===== src/rtl/register_f_reader_if.sv =====
// Bus-side handshake for the F-register reader: request/acknowledge from the
// consumer, active-low F byte plus status back from the reader.
interface register_f_reader_if;
  logic       PR_Read;
  logic       Ack;
  logic [7:0] notFBus;
  logic       FBusValid;
  logic       Busy;

  modport master (
    output PR_Read,
    output Ack,
    input  notFBus,
    input  FBusValid,
    input  Busy
  );

  modport slave (
    input  PR_Read,
    input  Ack,
    output notFBus,
    output FBusValid,
    output Busy
  );
endinterface


===== src/rtl/register_f_reader.sv =====
// register_f_reader: snapshots the live flags into the F byte layout the
// write-side restore mux expects (S Z F5 H F3 P N C) and drives it active-low
// onto the shared result bus under a request/ack handshake. Also evaluates the
// 3-bit branch condition code and holds the registered result.
// Optional feature macro: REGISTER_F_SHADOW_READ_EN (adds the active-low shadow
// flag inputs and ReadShadow select, sampled only at the capture edge).
module register_f_reader #(
  parameter int          HOLD_CYCLES = 1,
  parameter logic [7:0]  FIXED_BITS  = 8'h00
) (
  input  logic       Clk,
  input  logic       Reset,
  input  logic       F_S,
  input  logic       F_Z,
  input  logic       F_H,
  input  logic       F_P,
  input  logic       F_N,
  input  logic       F_C,
  input  logic       CondReq,
  input  logic [2:0] Cc,
  output logic       CondTrue,
  output logic       notCondTrue,
`ifdef REGISTER_F_SHADOW_READ_EN
  input  logic       notShadowF_S,
  input  logic       notShadowF_Z,
  input  logic       notShadowF_H,
  input  logic       notShadowF_P,
  input  logic       notShadowF_N,
  input  logic       notShadowF_C,
  input  logic       ReadShadow,
`endif
  register_f_reader_if.slave bus
);

  localparam logic [1:0] IDLE  = 2'd0;
  localparam logic [1:0] DRIVE = 2'd1;
  localparam logic [1:0] WAIT  = 2'd2;

  // Counter reload on Ack; zero means the FSM returns straight to IDLE.
  localparam logic [2:0] HOLD_LOAD = 3'(HOLD_CYCLES - 1);

  logic [1:0] state;
  logic [2:0] hold_cnt;
  logic [7:0] snap;
  logic [7:0] capture_f;
  logic       cond_true;

  // Bits 5 and 3 come from FIXED_BITS; everything else is the flag set.
  function automatic logic [7:0] pack_f(input logic s, input logic z, input logic h,
                                        input logic p, input logic n, input logic c);
    return {s, z, FIXED_BITS[5], h, FIXED_BITS[3], p, n, c};
  endfunction

  // Even codes test flag==0, odd codes test flag==1; pairs select Z, C, P, S.
  function automatic logic eval_cc(input logic [2:0] cc, input logic s, input logic z,
                                   input logic p, input logic c);
    logic flag;
    case (cc[2:1])
      2'd0:    flag = z;
      2'd1:    flag = c;
      2'd2:    flag = p;
      default: flag = s;
    endcase
    return cc[0] ? flag : ~flag;
  endfunction

  // Select which flag set lands in the snapshot at the capture edge.
  always_comb begin
    capture_f = pack_f(F_S, F_Z, F_H, F_P, F_N, F_C);
`ifdef REGISTER_F_SHADOW_READ_EN
    if (ReadShadow) begin
      capture_f = pack_f(~notShadowF_S, ~notShadowF_Z, ~notShadowF_H,
                         ~notShadowF_P, ~notShadowF_N, ~notShadowF_C);
    end
`endif
  end

  // Transaction FSM: capture in IDLE, drive until Ack, then hold for the tail.
  always_ff @(posedge Clk) begin
    if (Reset) begin
      state    <= IDLE;
      hold_cnt <= 3'd0;
      snap     <= 8'h00;
    end else begin
      case (state)
        IDLE: begin
          if (bus.PR_Read) begin
            snap  <= capture_f;
            state <= DRIVE;
          end
        end
        DRIVE: begin
          if (bus.Ack) begin
            hold_cnt <= HOLD_LOAD;
            if (HOLD_LOAD == 3'd0) begin
              state <= IDLE;
            end else begin
              state <= WAIT;
            end
          end
        end
        WAIT: begin
          hold_cnt <= hold_cnt - 3'd1;
          if (hold_cnt <= 3'd1) begin
            state <= IDLE;
          end
        end
        default: begin
          state    <= IDLE;
          hold_cnt <= 3'd0;
        end
      endcase
    end
  end

  // Branch condition register, independent of the bus transaction.
  always_ff @(posedge Clk) begin
    if (Reset) begin
      cond_true <= 1'b0;
    end else if (CondReq) begin
      cond_true <= eval_cc(Cc, F_S, F_Z, F_P, F_C);
    end
  end

  assign bus.Busy      = (state != IDLE);
  assign bus.FBusValid = (state != IDLE);
  assign bus.notFBus   = (state != IDLE) ? ~snap : 8'hFF;
  assign CondTrue      = cond_true;
  assign notCondTrue   = ~cond_true;

endmodule


===== src/flat_wrapper.sv =====
// flat-port wrapper written by rule: the top's interface ports become plain ports
module register_f_reader_flat 
#(
  parameter int          HOLD_CYCLES = 1,
  parameter logic [7:0]  FIXED_BITS  = 8'h00
)
  (Clk, Reset, F_S, F_Z, F_H, F_P, F_N, F_C, CondReq, Cc, CondTrue, notCondTrue, bus_PR_Read, bus_Ack, bus_notFBus, bus_FBusValid, bus_Busy);
  register_f_reader_if bus_i ();
  input  logic Clk;
  input  logic Reset;
  input  logic F_S;
  input  logic F_Z;
  input  logic F_H;
  input  logic F_P;
  input  logic F_N;
  input  logic F_C;
  input  logic CondReq;
  input  logic [2:0] Cc;
  output logic CondTrue;
  output logic notCondTrue;
  input wire logic [$bits(bus_i.PR_Read)-1:0] bus_PR_Read;
  input wire logic [$bits(bus_i.Ack)-1:0] bus_Ack;
  output wire logic [$bits(bus_i.notFBus)-1:0] bus_notFBus;
  output wire logic [$bits(bus_i.FBusValid)-1:0] bus_FBusValid;
  output wire logic [$bits(bus_i.Busy)-1:0] bus_Busy;
  assign bus_i.PR_Read = bus_PR_Read;
  assign bus_i.Ack = bus_Ack;
  assign bus_notFBus = bus_i.notFBus;
  assign bus_FBusValid = bus_i.FBusValid;
  assign bus_Busy = bus_i.Busy;
  register_f_reader #(.HOLD_CYCLES(HOLD_CYCLES), .FIXED_BITS(FIXED_BITS)) u_core (.Clk(Clk), .Reset(Reset), .F_S(F_S), .F_Z(F_Z), .F_H(F_H), .F_P(F_P), .F_N(F_N), .F_C(F_C), .CondReq(CondReq), .Cc(Cc), .CondTrue(CondTrue), .notCondTrue(notCondTrue), .bus(bus_i));
endmodule

===== config.mk =====
export PLATFORM = sky130hd
export DESIGN_NAME = register_f_reader_flat
export DESIGN_NICKNAME = d
export VERILOG_FILES = /design/src/rtl/register_f_reader_if.sv /design/src/rtl/register_f_reader.sv /design/src/flat_wrapper.sv
export SDC_FILE = /design/constraint.sdc
export NUM_CORES = 1
export LEC_CHECK = 0
export BUFFER_PORTS_ARGS = -buffer_cell sky130_fd_sc_hd__buf_2
export CAP_MARGIN = 20
export CORE_AREA = 8 8 45 47
export DETAILED_ROUTE_END_ITERATION = 8
export DIE_AREA = 0 0 53 55
export GPL_TIMING_DRIVEN = 0
export PLACE_DENSITY_LB_ADDON = 0.2
export SETUP_SLACK_MARGIN = 0.05
export SYNTH_ARGS = -nofsm -noshare
export SYNTH_HDL_FRONTEND = slang
export SYNTH_SLANG_ARGS = --single-unit

===== constraint.sdc =====
create_clock -name Clk -period 1.4 [get_ports Clk]
set_input_delay 0.07 -clock Clk [delete_from_list [all_inputs] [get_ports Clk]]
set_output_delay 0.07 -clock Clk [all_outputs]
set_load 0.02 [all_outputs]

==> metrics.md, run 1 <==
| Metric | Value |
|---|---|
| Outcome | finished, final reports clean |
| Yosys cell types | 16 |
| H-tree levels | 1 |
| FF-to-FF path depth | 5 |
| RSZ-0062 raised after global routing | false |
| Fin. max-slew vios | 0 |
| DRC | 0 |
| Mean Syn Cell Area | 9.16 um2 |
| GRT Total Usage | 7.07% |
| Area of the multi-input gates | 180 um2 |
| Worst skew pair latency | 0.25 ns |
| Vias in the first global route | 379 |
| Post-route cell area | 543 um2 |
| Startpoint types | register |
| Total vias in the final route | 360 |
| Setup crit start | u_core.state[0]$_SDFFE_PP0P_ |
| Routability Congestion | 0.695 |
| R2r endpoint | u_core.snap[2]$_SDFFE_PP0P_ |
| Die X-Extent | 53 um |
| Fmax | 814 MHz |
| Share of layout cells above drive strength 1 | 45.6% |
| Die ar. | 0.00292 mm2 |
| Final nets | 84 |
| DP Wirelength | 752 um |
| Final Hold Fails | 0 |
| Period Utilization, post-route | 87.7% |
| End point of the critical path | u_core.snap[2]$_SDFFE_PP0P_ |
| Cell count after synthesis | 41 |
| Post-place setup slack | 0.0807 ns |
| Post-CTS Setup Inserts | 0 |
| Final setup fails | 0 |
| Total gr overflow | 0 |
| Clock Tree Buf Depth | 2 |
| Core box area | 0.00138 mm2 |
| Placement-stage cell area | 509 um2 |
| FF-to-FF setup slack | 0.17 ns |
| Cell area after synthesis | 375 um2 |
| DR WL/cell | 11.3 um |
| # clock sinks | 8 |
| FF-to-FF Start | u_core.state[0]$_SDFFE_PP0P_ |
| Max Clock Skew | 0.00213 ns |
| Rows | 14 |
| Synth area leaders | dfxtp_1 43%, mux2i_1 16%, nor2_1 7.0% |
| Dpl cells | 80 |
| Antenna cells | 0 |
| Clk root buf | clkbuf_4 |
| Worst ir drop on vdd | 0.455 mV |
| Die H | 55 um |
| Pwr dens | 1010 mW/mm2 |
| Max-Cap Viols | 0 |
| Hold WC Path Type | input port to register |
| Post-DRT Antenna Nets | 0 |
| Synth Warn # | 0 |
| Initial antenna violation count | 0 |
| CTS tree | done |
| WL final | 951 um |
| Global-route wire length before repair | 1470 um |
| Largest fanout on the critical path | 9 |
| WP data arrival | 1.35 ns |
| CTS Buf Count | 3 |
| Endpoint type of the worst setup path | register |
| Leak | 0.253 nW |
| Fin Setup TNS | 0 ns |
| Largest net degree at the start of global routing | 11 |
| Non-filler cells, final | 84 |
| Kind of critical path | register to register |
| Post-synth top area share | 42.7% |
| Crit path time final | 1.23 ns |
| Initial Utilization | 27.1% |
| Fillers | 145 |
| Crit path required time | 1.53 ns |
| Initial DRT Pass Iterations | 2 |
| Synthesized flop and latch total | 8 |
| Iteration-0 DRC Markers | 11 |
| Sequential cell area | 160 um2 |
| Area growth syn-to-layout | 44.7% |
| Final WS setup | 0.172 ns |
| I/O pin count | 26 |
| Cell taking the most area after synthesis | dfxtp_1 |
| Post-synthesis sequential area ratio | 42.7% |
| I/O Buffers | 22 |
| Vias/cell | 4.29 |
| Clock Pin Slew Worst Setup and Hold Paths | 0.05 ns |
==> state kept, by name (all words and copies together), names as in the netlist <==
signal / count
u_core.state: 1
u_core.CondTrue: 1
u_core.snap: 6
==> Yosys cell counts <==
cell,instances
dfxtp_1,8
nor2_1,7
or4b_1,1
mux4_2,1
nand4b_1,1
mux2i_1,6
clkbuf_1,1
inv_1,1
o311ai_1,1
nand2_1,6
buf_2,1
a211oi_1,1
buf_4,3
conb_1,1
nor2b_1,1
buf_1,1
==> how the worst min path moves through the flow <==
| stage | from | to | slack, ns | cells past startpoint |
|---|---|---|---|---|
| 2_1_floorplan | bus_Ack | u_core.state[0]$_SDFFE_PP0P_ | 0.17 | 1 |
| 3_3_place_gp | bus_Ack | u_core.state[0]$_SDFFE_PP0P_ | 0.26 | 2 |
| 3_5_place_dp | bus_Ack | u_core.state[0]$_SDFFE_PP0P_ | 0.26 | 2 |
| 4_1_cts | F_N | u_core.snap[1]$_SDFFE_PP0P_ | 0.06 | 3 |
| 5_1_grt | CondReq | u_core.CondTrue$_SDFFE_PP0P_ | 0.06 | 2 |
| 6_report | F_H | u_core.snap[4]$_SDFFE_PP0P_ | 0.06 | 3 |
==> routing by layer <==
metal	up-vias	global-route usage, %	share of wire [%]
met2	17	9.38	44
met3	2	3.74	9.6
met4	0	6.47	0.84
met1	154	7.98	46
met5	-	0	0
li1	187	-	-
==> where the power goes <==
part / leakage, nW / total (W) / internal (W) / switching (W)
sequential: 0.0660 / 0.000251 / 0.000244 / 0.00000724
combinational: 0.173 / 0.000121 / 0.0000559 / 0.0000647
clock: 0.0138 / 0.000176 / 0.0000981 / 0.0000777
==> cells by family (layout without fill, tap and decap cells) <==
kind of cell / count (synthesis) / after routing / synth area share, %
buf+inv: 7 / 33 / 10.3
compound gates: 2 / 2 / 4.33
mux: 7 / 7 / 22.0
simple gates: 16 / 16 / 19.7
flops: 8 / 8 / 42.7
other cells: 1 / 2 / 0.999
==> per-stage QoR <==
stage	hold WS, ns	total power, W	util [%]
5_1_grt	0.0612	0.000592	39.2
4_1_cts	0.0573	0.000557	39.2
3_5_place_dp	0.264	0.000375	36.8
2_1_floorplan	0.169	0.000333	-
6_report	0.0581	0.000548	39.2
3_3_place_gp	0.262	0.000374	36.8
==> placed cells by master (no fill, tap or decap) <==
cell	netlist	routed
mux2i_1	6	6
nand4b_1	1	1
dfxtp_1	8	8
buf_1	1	1
conb_1	1	2
mux4_2	1	1
dlygate4sd3_1	0	1
o311ai_1	1	1
nand2_1	6	6
nor2b_1	1	1
a211oi_1	1	1
clkbuf_4	0	3
nor2_1	7	7
or4b_1	1	1
buf_2	1	23
buf_4	3	3
inv_1	1	1
clkbuf_2	0	1
==> timing repair <==
item / CTS / global route
hold endpoints to repair: 1 / 0
setup endpoints to repair: 0 / 12
hold buffers: 1 / 0
gates resized for setup: 0 / 2
==> final cells by class <==
type | count | area share [%]
Multi-Input combinational cell | 27 | 33.2
Sequential cell | 8 | 29.5
Timing Repair Buffer | 23 | 22.1
Buffer | 6 | 6.68
Clock buffer | 3 | 4.15
Tap cell | 16 | 3.69
Inverter | 1 | 0.691
==> worst max-delay path, stage by stage, from the launching register on <==
cell and delay (ns):
dfxtp_1 0.31, clkbuf_2 0.18, nor2b_1 0.13, buf_2 0.23, mux2i_1 0.21, nor2_1 0.05
Note: power is estimated with default switching activity, not from simulation.
==> inputs of run 2 (changes only) <==
Settings changed: RECOVER_POWER set to 25.
==> run 2 against run 1 <==
Net effect:
- clock power about the same
- sequential share of layout area up 0.21 points
- critical path depth unchanged
- first-iteration DRC count down 9.1%
- largest power group unchanged
==> metrics.md, run 2 (synthesis gave the netlist of run 1 again) <==
| Metric | Value |
|---|---|
| WP data arrival | 1.36 ns (about the same) |
| Crit path required time | 1.53 ns (about the same) |
| Total vias in the final route | 359 (-0.28%) |
| WL final | 955 um (+0.42%) |
| Total power | 0.000546 W (-0.34%) |
| Period Utilization, post-route | 87.9% (+0.20 points) |
| Share of layout cells above drive strength 1 | 41.2% (-4.4 points) |
| I/O Buffers | 22 (unchanged) |
| Initial DRT Pass Iterations | 2 (unchanged) |
| Fin Setup TNS | 0 ns (unchanged) |
| Pwr dens | 1010 mW/mm2 (+0.35%) |
| Vias in the first global route | 379 (unchanged) |
| Hold WC Path Type | input port to register |
| H-tree levels | 1 (unchanged) |
| Largest net degree at the start of global routing | 11 (unchanged) |
| Final setup fails | 0 (unchanged) |
| Fmax | 813 MHz (-0.23%) |
| Routability Congestion | 0.695 (unchanged) |
| Die H | 55 um (unchanged) |
| Crit path time final | 1.23 ns (+0.00277 ns) |
| # clock sinks | 8 (unchanged) |
| DP Wirelength | 752 um (unchanged) |
| Die ar. | 0.00292 mm2 (unchanged) |
| Endpoint type of the worst setup path | register |
| Vias/cell | 4.27 (-0.28%) |
| Total gr overflow | 0 (unchanged) |
| Initial Utilization | 27.1% (unchanged) |
| CTS tree | done |
| Clk root buf | clkbuf_4 |
| Clock Pin Slew Worst Setup and Hold Paths | 0.05 ns (about the same) |
| Die X-Extent | 53 um (unchanged) |
| Number of flip-flops under the largest register name | 6 (unchanged) |
| Startpoint types | register |
| Fin. max-slew vios | 0 (unchanged) |
| Worst skew pair latency | 0.25 ns (about the same) |
| Max-Cap Viols | 0 (unchanged) |
| Area growth syn-to-layout | 43.7% |
| Iteration-0 DRC Markers | 10 (-1) |
| I/O pin count | 26 (unchanged) |
| Final Hold Fails | 0 (unchanged) |
| Most frequent cells in the layout | 20 x buf_2, 8 x dfxtp_1, 7 x nor2_1 |
| Global-route wire length before repair | 1470 um (unchanged) |
| DR WL/cell | 11.4 um (+0.42%) |
| Kind of critical path | register to register |
| Leak | 0.244 nW (-3.6%) |
| Initial antenna violation count | 0 (unchanged) |
| Rows | 14 (unchanged) |
| Top reg by flops | u_core.snap |
| Outcome | finished, final reports clean |
| Antenna cells | 0 (unchanged) |
| Core box area | 0.00138 mm2 (unchanged) |
| Largest fanout on the critical path | 9 (unchanged) |
| GRT Total Usage | 7.07% (unchanged) |
| Post-DRT Antenna Nets | 0 (unchanged) |
| Final nets | 84 (unchanged) |
| RSZ-0062 raised after global routing | false |
| Worst ir drop on vdd | 0.454 mV (-0.13%) |
| DRC | 0 (unchanged) |
| Clock Tree Buf Depth | 2 (unchanged) |
| Most common cell after layout, fill and taps aside | buf_2 |
| CTS Buf Count | 3 (unchanged) |
| Max Clock Skew | 0.00196 ns (-0.000173 ns) |
-- run 2: area by class of cell --
cell class / count / area (um2)
inverters: 1 / 3.75
clock buffers: 3 / 22.5
fillers: 146 / 845
plain buffers: 6 / 36.3
multi-input cells: 27 / 180
repair buffers: 23 / 116
well taps: 16 / 20.0
flip-flops and latches: 8 / 160
-- run 2: through the flow --
stage | instances | utilization (%) | instance area (um2) | setup slack, ns | hold WS, ns
2_1_floorplan | 42 | - | 379 | 0.148 | 0.169
3_3_place_gp | 80 | 36.8 | 509 | 0.0891 | 0.262
3_5_place_dp | 80 | 36.8 | 509 | 0.0807 | 0.264
4_1_cts | 84 | 39.2 | 542 | 0.0874 | 0.0573
5_1_grt | 84 | 39.0 | 539 | 0.0627 | 0.0612
6_report | 84 | 39.0 | 539 | 0.169 | 0.0581
-- run 2: path summary, 6_finish.rpt --
kind                                startpoint                     endpoint  slack (ns)  cells after the start
setup / recovery  u_core.state[0]$_SDFFE_PP0P_  u_core.snap[2]$_SDFFE_PP0P_        0.17                      5
hold / removal                             F_H  u_core.snap[4]$_SDFFE_PP0P_        0.06                      3
setup reg to reg  u_core.state[0]$_SDFFE_PP0P_  u_core.snap[2]$_SDFFE_PP0P_        0.17                      5
hold reg to reg    u_core.snap[7]$_SDFFE_PP0P_  u_core.snap[7]$_SDFFE_PP0P_        0.49                      2
-- run 2: worst max-delay path: stages (launching register included) --
cell,delay [ns]
dfxtp_1,0.31
clkbuf_2,0.18
nor2b_1,0.13
buf_2,0.23
mux2i_1,0.21
nor2_1,0.05
-- run 2: repair_timing --
item                       CTS  global route
hold endpoints to repair     1             0
gates resized for setup      0             2
hold buffers                 1             0
setup endpoints to repair    0            12
buffers inserted             0             0
-- run 2: layer usage --
metal | up-vias | part of all wire [%] | GRT usage (%) | routed length [um]
met3 | 2 | 8.5 | 3.74 | 81
met5 | - | 0 | 0 | 0
met1 | 153 | 47 | 7.98 | 451
met2 | 17 | 43 | 9.38 | 414
met4 | 0 | 0.84 | 6.47 | 8
li1 | 187 | - | - | -
-- run 2: power by group --
part,internal [W],switching [W]
Sequential,0.000244,0.00000742
Clock,0.0000980,0.0000775
Combinational,0.0000539,0.0000649
Total,0.000396,0.000150
==> inputs of run 3 (changes only) <==
Settings changed: REMOVE_ABC_BUFFERS set to 1.
==> run 3 against run 2 <==
Net effect:
- power shrank 2.4%
- first-iteration DRC count shrank 90%
- count of clock-buffer cells in the layout is the same
- combinational power shrank 13%
- sequential share of layout area grew 1.6 points
==> metrics.md, run 3 (synthesis gave the netlist of run 1 again) <==
| Metric | Value |
|---|---|
| Vias in the first global route | 334 (-12%) |
| Final nets | 79 (-6.0%) |
| Crit-path slowest cell | dfxtp_1 |
| Vias/cell | 4.38 (+2.5%) |
| CTS tree | done |
| Number of flip-flops under the largest register name | 6 (unchanged) |
| Outcome | finished, final reports clean |
| Post-DRT Antenna Nets | 0 (unchanged) |
| Fin. max-slew vios | 0 (unchanged) |
| Kind of critical path | register to register |
| WL final | 975 um (+2.1%) |
| DR WL/cell | 12.3 um (+8.6%) |
| Final core occ | 37.0% (-2.0 points) |
| Max-Cap Viols | 0 (unchanged) |
| Most frequent cells in the layout | 21 x buf_2, 8 x dfxtp_1, 7 x nor2_1 |
| Dpl cells | 75 (-6.3%) |
| Initial antenna violation count | 0 (unchanged) |
| Share of layout cells above drive strength 1 | 41.3% (+0.093 points) |
| Iteration-0 DRC Markers | 1 (-9) |
| Met2 WL post-DR | 481 um (+16%) |
| WP data arrival | 1.34 ns (-0.02 ns) |
| H-tree levels | 1 (unchanged) |
| Final setup fails | 0 (unchanged) |
| Die H | 55 um (unchanged) |
| Global-route wire length before repair | 1450 um (-1.4%) |
| Crit path required time | 1.54 ns (about the same) |
| Total gr overflow | 0 (unchanged) |
| Fillers | 162 (+11%) |
| GRT Total Usage | 7.19% (+0.12 points) |
| Fmax | 832 MHz (+2.4%) |
| Clk root buf | clkbuf_4 |
| RSZ-0062 raised after global routing | false |
| FF-to-FF setup slack | 0.20 ns (+0.03 ns) |
| Top reg by flops | u_core.snap |
| Area growth syn-to-layout | 36.3% |
| Startpoint types | register |
| FF-to-FF Start | u_core.state[0]$_SDFFE_PP0P_ |
| I/O pin count | 26 (unchanged) |
| Hold WC Path Type | input port to register |
| CTS Buf Count | 3 (unchanged) |
| Largest fanout on the critical path | 11 (+2) |
| Total power | 0.000532 W (-2.4%) |
| Post-route cell area | 512 um2 (-5.1%) |
| Critical-path cell list | nor2b_2 > mux2i_1 > nor2_1 |
| R2r endpoint | u_core.snap[2]$_SDFFE_PP0P_ |
| Endpoint type of the worst setup path | register |
| WL met1 | 394 um (-13%) |
| Hold Path Stages | 3 (unchanged) |
| Met3 wire len | 90 um (+11%) |
| Most common cell after layout, fill and taps aside | buf_2 |
| Worst skew pair latency | 0.25 ns (about the same) |
| Total vias in the final route | 346 (-3.6%) |
| Placement-stage cell area | 479 um2 (-5.9%) |
| FF-to-FF path depth | 3 (-2) |
| Pwr dens | 1040 mW/mm2 (+2.8%) |
| Max Clock Skew | 0.00162 ns (-0.000336 ns) |
| DRC | 0 (unchanged) |
| Fin Setup TNS | 0 ns (unchanged) |
| Highest metal used | met4 |
| Largest net degree at the start of global routing | 12 (+1) |
| # clock sinks | 8 (unchanged) |
| Clock Pin Slew Worst Setup and Hold Paths | 0.05 ns (about the same) |
| Worst ir drop on vdd | 0.611 mV (+34%) |
| Period Utilization, post-route | 85.9% (-2.0 points) |
| Crit path time final | 1.20 ns (-0.0284 ns) |
| Slowest cell delay on critical path | 0.41 ns (+0.10 ns) |
| Rows | 14 (unchanged) |
| Initial Utilization | 27.1% (unchanged) |
| Routability Congestion | 0.680 (-2.2%) |
| Hold EP | u_core.snap[1]$_SDFFE_PP0P_ |
| Final Hold Fails | 0 (unchanged) |
| I/O Buffers | 23 (+4.5%) |
| Clock Tree Buf Depth | 2 (unchanged) |
| Hold_sp | F_N |
| Die ar. | 0.00292 mm2 (unchanged) |
| Initial DRT Pass Iterations | 3 (+1) |
| Antenna cells | 0 (unchanged) |
| Non-filler cells, final | 79 (-6.0%) |
| Die X-Extent | 53 um (unchanged) |
| Core box area | 0.00138 mm2 (unchanged) |
| Leak | 0.228 nW (-6.5%) |
==> run 3: changes by cell type in the layout (fill, tap and decap cells not counted) <==
cell      delta
o311ai_1     -1
clkbuf_2     -1
clkbuf_1     -1
o311ai_0     +1
buf_4        -3
nor2b_1      -1
nor2b_2      +1
buf_2        +1
buf_1        -1
==> run 3: how the worst max path moves through the flow <==
stage | startpoint | to | slack, ns | cells past startpoint
2_1_floorplan | u_core.state[0]$_SDFFE_PP0P_ | u_core.snap[0]$_SDFFE_PP0P_ | 0.006 | 3
3_3_place_gp | u_core.state[0]$_SDFFE_PP0P_ | u_core.snap[1]$_SDFFE_PP0P_ | -0.03 | 3
3_5_place_dp | u_core.state[0]$_SDFFE_PP0P_ | u_core.snap[1]$_SDFFE_PP0P_ | -0.03 | 3
4_1_cts | u_core.state[0]$_SDFFE_PP0P_ | u_core.snap[2]$_SDFFE_PP0P_ | 0.18 | 3
5_1_grt | u_core.state[0]$_SDFFE_PP0P_ | u_core.snap[2]$_SDFFE_PP0P_ | 0.06 | 3
6_report | u_core.state[0]$_SDFFE_PP0P_ | u_core.snap[2]$_SDFFE_PP0P_ | 0.20 | 3
==> run 3: per-stage QoR <==
| step | hold WS [ns] | worst slack [ns] |
|---|---|---|
| after floorplan | 0.142 | 0.00595 |
| after global placement | 0.258 | -0.0347 |
| after detailed placement | 0.260 | -0.0266 |
| after CTS | 0.0473 | 0.181 |
| after global routing | 0.0785 | 0.0638 |
| final | 0.0582 | 0.198 |
==> run 3: routing by layer <==
metal | up-vias | global-route usage (%)
li1 | 179 | -
met1 | 151 | 8.17
met2 | 14 | 10.4
met3 | 2 | 5.88
met4 | 0 | 1.29
met5 | - | 0
==> run 3: power breakdown <==
group	internal, W	leakage [nW]	switching [W]
clock network	0.0000978	0.0138	0.0000744
registers	0.000244	0.0660	0.0000127
logic	0.0000460	0.148	0.0000575
total	0.000388	0.228	0.000145
==> run 3: area by class of cell <==
cell class,count,area (um2),area share [%]
tap,16,20.0,3.91
timing repair buffer,24,123,24.0
sequential,8,160,31.3
multi-input combinational,27,183,35.7
inverter,1,3.75,0.733
clock buffer,3,22.5,4.40
==> run 3: repair_timing <==
action                                 in CTS  in global routing
hold buffers                                1                  0
endpoints found under the hold margin       1                  0
setup buffers                               0                  0
setup endpoints to repair                   6                  0
resized for setup                           1                  0
==> run 3: worst max-delay path: cells and delay by family (launching register included) <==
family	cells	cell delay (ns)
DFF	1	0.41
and+or+nand+nor	2	0.45
muxes	1	0.23
